===== config.mk =====
export PLATFORM = sky130hd
export DESIGN_NAME = leb128_decoder
export DESIGN_NICKNAME = d
export VERILOG_FILES = /design/src/rtl/leb128_decoder.sv
export SDC_FILE = /design/constraint.sdc
export NUM_CORES = 1
export LEC_CHECK = 0
export BUFFER_PORTS_ARGS = -buffer_cell sky130_fd_sc_hd__buf_2
export CAP_MARGIN = 20
export CORE_ASPECT_RATIO = 0.9
export CORE_MARGIN = 4
export CORE_UTILIZATION = 38
export CTS_BUF_LIST = sky130_fd_sc_hd__clkbuf_8
export CTS_CLUSTER_DIAMETER = 200
export DETAILED_ROUTE_END_ITERATION = 12
export MAX_ROUTING_LAYER = met4
export PLACE_DENSITY = 0.57
export SYNTH_ARGS = -nofsm -noshare
export SYNTH_HDL_FRONTEND = slang
export SYNTH_SLANG_ARGS = --single-unit
export TNS_END_PERCENT = 30

===== constraint.sdc =====
create_clock -name clk -period 10.3 [get_ports clk]
set_clock_uncertainty 0.1 [all_clocks]
set_input_delay 2.06 -clock clk [delete_from_list [all_inputs] [get_ports clk]]
set_output_delay 2.06 -clock clk [all_outputs]
set_load 0.05 [all_outputs]

===== src/rtl/leb128_decoder.sv =====
// leb128_decoder: streaming ULEB128/SLEB128 immediate decoder for the fetch path.
// Accepts encoded bytes after start, delivers the zero/sign-extended value, the byte
// count and an error code to the execute stage; malformed encodings report an error.
//
// Build option: define LEB128_STRICT_EN to enable the unused-high-bit check on the last
// permitted byte (reports OVERFLOW); otherwise excess bits are silently truncated.
//
// Ports:
//   clk, reset    clock; asynchronous active-low reset
//   start         begin decode (sampled only in IDLE); latches is_signed / is_64
//   in_data/in_valid/in_ready    encoded byte stream, accepted on valid & ready
//   out_value/out_len/out_error  result, byte count, error (0 none, 1 TOO_LONG, 2 OVERFLOW)
//   out_valid/out_ready          result handshake, held until accepted
//   busy          high in any state other than IDLE
module leb128_decoder #(
  parameter int unsigned WIDTH     = 64,
  parameter int unsigned MAX_BYTES = 10
) (
  input  logic             clk,
  input  logic             reset,
  input  logic             start,
  input  logic             is_signed,
  input  logic             is_64,
  input  logic [7:0]       in_data,
  input  logic             in_valid,
  output logic             in_ready,
  output logic [WIDTH-1:0] out_value,
  output logic [3:0]       out_len,
  output logic [1:0]       out_error,
  output logic             out_valid,
  input  logic             out_ready,
  output logic             busy
);

  localparam int unsigned LIM32 = 5;
  localparam logic [1:0]  ERR_NONE     = 2'd0;
  localparam logic [1:0]  ERR_TOO_LONG = 2'd1;
  localparam logic [1:0]  ERR_OVERFLOW = 2'd2;

  typedef enum logic [1:0] {IDLE, ACCUM, DONE} state_t;

  state_t           state, state_n;
  logic [WIDTH-1:0] acc, acc_n;
  logic [3:0]       count, count_n;
  logic             sgn, sgn_n;
  logic             w64, w64_n;
  logic             in_ready_n, out_valid_n, busy_n;
  logic [WIDTH-1:0] out_value_n;
  logic [3:0]       out_len_n;
  logic [1:0]       out_error_n;

  // Datapath helpers for the byte currently offered
  logic [6:0]       sh, sh_n, wbits;
  logic [3:0]       cnt_inc, lim;
  logic [WIDTH-1:0] grp, acc_or, ext_mask, val_c;
  logic             ovf_c;

  always_comb begin
    sh       = 7'd7 * 7'(count);
    sh_n     = sh + 7'd7;
    wbits    = w64 ? 7'd64 : 7'd32;
    cnt_inc  = count + 4'd1;
    lim      = w64 ? 4'(MAX_BYTES) : 4'(LIM32);
    grp      = WIDTH'(in_data[6:0]) << sh;
    acc_or   = acc | grp;
    ext_mask = ~WIDTH'(0) << sh_n;
    val_c    = acc_or;
    // Sign-extend from the terminal byte when bits remain above it
    if (sgn && in_data[6] && (sh_n < wbits)) begin
      val_c = acc_or | ext_mask;
    end
    // 32-bit results never carry anything above bit 31
    if (!w64) begin
      val_c = val_c & WIDTH'(64'h0000_0000_FFFF_FFFF);
    end
  end

`ifdef LEB128_STRICT_EN
  // Unused high bits of the last permitted byte must be zero (or pure sign copies)
  always_comb begin
    unique case ({w64, sgn})
      2'b00:   ovf_c = (in_data[6:4] != 3'b000);
      2'b01:   ovf_c = (in_data[6:3] != 4'b0000) && (in_data[6:3] != 4'b1111);
      2'b10:   ovf_c = (in_data[6:1] != 6'b000000);
      default: ovf_c = (in_data[6:0] != 7'h00) && (in_data[6:0] != 7'h7F);
    endcase
  end
`else
  always_comb ovf_c = 1'b0;
`endif

  // Next-state and registered-output logic
  always_comb begin
    state_n     = state;
    acc_n       = acc;
    count_n     = count;
    sgn_n       = sgn;
    w64_n       = w64;
    in_ready_n  = in_ready;
    out_valid_n = out_valid;
    busy_n      = busy;
    out_value_n = out_value;
    out_len_n   = out_len;
    out_error_n = out_error;
    unique case (state)
      IDLE: begin
        if (start) begin
          state_n    = ACCUM;
          acc_n      = '0;
          count_n    = '0;
          sgn_n      = is_signed;
          w64_n      = is_64;
          in_ready_n = 1'b1;
          busy_n     = 1'b1;
        end
      end
      ACCUM: begin
        if (in_valid && in_ready) begin
          acc_n   = acc_or;
          count_n = cnt_inc;
          if ((cnt_inc == lim) && (in_data[7] || ovf_c)) begin
            state_n     = DONE;
            in_ready_n  = 1'b0;
            out_valid_n = 1'b1;
            out_value_n = '0;
            out_len_n   = cnt_inc;
            out_error_n = in_data[7] ? ERR_TOO_LONG : ERR_OVERFLOW;
          end else if (!in_data[7]) begin
            state_n     = DONE;
            in_ready_n  = 1'b0;
            out_valid_n = 1'b1;
            out_value_n = val_c;
            out_len_n   = cnt_inc;
            out_error_n = ERR_NONE;
          end
        end
      end
      DONE: begin
        if (out_valid && out_ready) begin
          state_n     = IDLE;
          out_valid_n = 1'b0;
          busy_n      = 1'b0;
        end
      end
      default: begin
        state_n     = IDLE;
        in_ready_n  = 1'b0;
        out_valid_n = 1'b0;
        busy_n      = 1'b0;
      end
    endcase
  end

  // State and output registers
  always_ff @(posedge clk or negedge reset) begin
    if (!reset) begin
      state     <= IDLE;
      acc       <= '0;
      count     <= '0;
      sgn       <= 1'b0;
      w64       <= 1'b0;
      in_ready  <= 1'b0;
      out_valid <= 1'b0;
      busy      <= 1'b0;
      out_value <= '0;
      out_len   <= '0;
      out_error <= '0;
    end else begin
      state     <= state_n;
      acc       <= acc_n;
      count     <= count_n;
      sgn       <= sgn_n;
      w64       <= w64_n;
      in_ready  <= in_ready_n;
      out_valid <= out_valid_n;
      busy      <= busy_n;
      out_value <= out_value_n;
      out_len   <= out_len_n;
      out_error <= out_error_n;
    end
  end

endmodule


==> results.json <==
{
  "status": "completed",
  "routabilityCongestion": 0.8792,
  "grt_pass1_wl_mm": 38.70,
  "track_usage_pct": 23.74,
  "synth_seq_cells": 145,
  "hold_slack_ns": 0.3968,
  "cts_tree": "yes",
  "yosys_warnings": 0,
  "syn_area_mm2": 0.007305,
  "cpMostUsedCell": "ha_1",
  "die_x_um": 154.1,
  "worstSetupPathType": "flop to flop",
  "dp.final_hpwl_mm": 16.27,
  "cap_violations": 0,
  "finalCritPeriodShare_pct": 53.96,
  "grt_max_degree": 85,
  "clk_pin_slew_ns": 0.08,
  "fill_cells": 1827,
  "cts-root-buf": "clkbuf_8",
  "overflow": 0,
  "rr_startpoint": "count[1]",
  "setup_viol": 0,
  "finalMaxSlewViolations": 0,
  "port_buffers": 87,
  "cts-resized-gates": 0,
  "grt_pass1_vias": 6217,
  "synth_edf_count": 0,
  "drc": 0,
  "slew-limit-headroom_pct": 35.31,
  "drive_above_1_share_pct": 17.08,
  "start_kind": "flop",
  "worstSkewPairLatency_ns": 0.46,
  "max-clock-path-buffers": 2,
  "fin_crit_ns": 5.558,
  "required_ns": 10.56,
  "min_from": "acc[47]",
  "yosysUniqueCellTypes": 55,
  "hold_violations": 0,
  "critical_path_arrival_ns": 5.82,
  "power_leakage_nw": 3.891,
  "hold_path.class": "flop to flop",
  "wl_met1_mm": 11.46,
  "syn_inst": 842,
  "final_antenna_net_count": 0,
  "tightest_slew_ns": 0.9704,
  "num_io_pins": 88,
  "cts_setup_buffers": 0,
  "clock_sinks": 145,
  "ir_drop_uv": 173.8,
  "mostFrequentLayoutCell": "nor2_1",
  "power.density_mw_per_mm2": 320.1,
  "initial_utilization_pct": 39.18,
  "final_cell_mix": "nor2_1 (156), a21oi_1 (147), dfrtp_1 (145)",
  "vias_per_cell": 5.813,
  "max_stage_delay_ns": 0.75,
  "critPathSlowestCell": "dfrtp_1",
  "dieArea_mm2": 0.02151,
  "r2r_slack_ns": 4.74,
  "routed_wl_mm": 24.54,
  "wl_met2_mm": 10.67,
  "worstPathMaxFanout": 20,
  "crit_start": "count[1]",
  "hold_buffers": 0,
  "core_area_mm2": 0.01864,
  "fp-row-count": 47,
  "end_kind": "flop",
  "fp.dieH_um": 139.5,
  "vias": 6633,
  "n_antenna_cell": 0,
  "syn_area_per_cell_um2": 8.675,
  "area_growth_pct": 14.01,
  "place_area_mm2": 0.007915,
  "rsz0062_at_grt": "no",
  "cts_buffers": 17,
  "synthArstFlopShare_pct": 100.0,
  "fin_setup_tns_ns": 0,
  "syn-num-nets": 875,
  "power_mw": 2.666,
  "synth_flop_cell": "dfrtp_1",
  "fin_nets": 917,
  "first_pass_iters": 8,
  "fmax_ghz": 0.1799,
  "ys_seq_area_share_pct": 49.67,
  "h-tree-depth": 4,
  "stdcell_area_mm2": 0.008328,
  "antenna_found_initial": 0,
  "crit_chain": "inv_1 > ha_1 > xor2_1 > xnor2_1 > ha_1 > a211oi_1 > nor4b_1 > nor3_1 > inv_1 > ha_1 > nand3b_1 > a21oi_1 > nand4_1 > o21ai_0",
  "routed.top_layer": "met4",
  "met3_length_mm": 1.903,
  "wl_per_cell_um": 21.51,
  "first_iter_violations": 766
}
==> area by class of cell <==
type                    count  area [um2]  area share, %
flip-flops and latches    145        3628          43.57
repair buffers            104       589.3          7.076
clock inverters             9       82.58         0.9916
clock buffers              22       302.8          3.636
inverters                  20       75.07         0.9014
well taps                 245       306.5          3.681
multi-input cells         596        3343          40.14
==> worst max-delay path, delay by kind of cell, from the launching register on <==
kind | cells | cell delay [ns]
DFF | 1 | 0.75
and+or+nand+nor | 4 | 1.30
AOI/OAI and AO/OA | 3 | 1.03
xor gates and xnor gates | 2 | 0.83
adders and majority gates | 3 | 1.04
buffers and inverters | 2 | 0.38
==> power breakdown <==
part / switching (mW) / internal [mW] / leakage (nW)
registers: 0.112 / 0.686 / 1.98
clock network: 0.223 / 0.221 / 0.196
logic: 1.08 / 0.345 / 1.72
==> flip-flops by register name (all words and copies together), names as in the netlist <==
| signal | cells |
|---|---|
| out_len | 4 |
| w64 | 1 |
| count | 4 |
| out_value | 64 |
| busy | 1 |
| out_error | 2 |
| state | 2 |
| sgn | 1 |
| acc | 64 |
| in_ready | 1 |
| out_valid | 1 |
==> path summary, 6_finish.rpt <==
check	endpoint	depth (start not counted)
min	acc[47]	2
min reg2reg	acc[47]	2
min in group asynchronous	out_valid	1
max in group asynchronous	out_value[18]	2
max reg2reg	out_value[17]	14
max	out_value[17]	14
==> logic make-up (layout without fill, tap and decap cells) <==
kind of cell | Yosys count | count (layout) | share of synthesized area [%]
xor gates and xnor gates | 6 | 6 | 0.7194
and+or+nand+nor | 263 | 263 | 16.97
DFF | 145 | 145 | 49.67
buffers and inverters | 101 | 155 | 5.584
muxes | 1 | 1 | 0.2055
adders and majority gates | 18 | 18 | 3.392
AOI/OAI and AO/OA | 308 | 308 | 23.45
==> cells in the mapped netlist, types with 7 or more instances <==
library cell | instances | area (um2)
a21oi_1 | 147 | 735.7
a31oi_1 | 63 | 394.1
and2_1 | 7 | 43.79
buf_1 | 7 | 26.28
buf_2 | 8 | 40.04
clkbuf_1 | 63 | 236.5
dfrtp_1 | 145 | 3628
ha_1 | 15 | 187.7
inv_1 | 20 | 75.07
nand2_1 | 19 | 71.32
nand2b_1 | 10 | 62.56
nand3_1 | 11 | 55.05
nor2_1 | 156 | 585.6
nor3_1 | 16 | 80.08
o211ai_1 | 8 | 60.06
o21ai_0 | 66 | 330.3
==> per-layer routing <==
layer | track usage (%) | vias up
met3 | 4.688 | 39
met4 | 7.342 | 0
met1 | 34.92 | 3265
met2 | 33.00 | 293
met5 | - | -
li1 | - | 3036
==> stage by stage <==
stage | setup WS [ns] | std cells | util [%]
final | 4.742 | 1141 | 44.67
after detailed placement | 4.823 | 1109 | 42.46
after global placement | 5.141 | 1107 | 42.38
after global routing | 4.212 | 1141 | 44.67
after floorplan | 5.850 | 842 | -
after CTS | 4.749 | 1140 | 44.53
No activity file was read; power rests on OpenSTA's default activity.
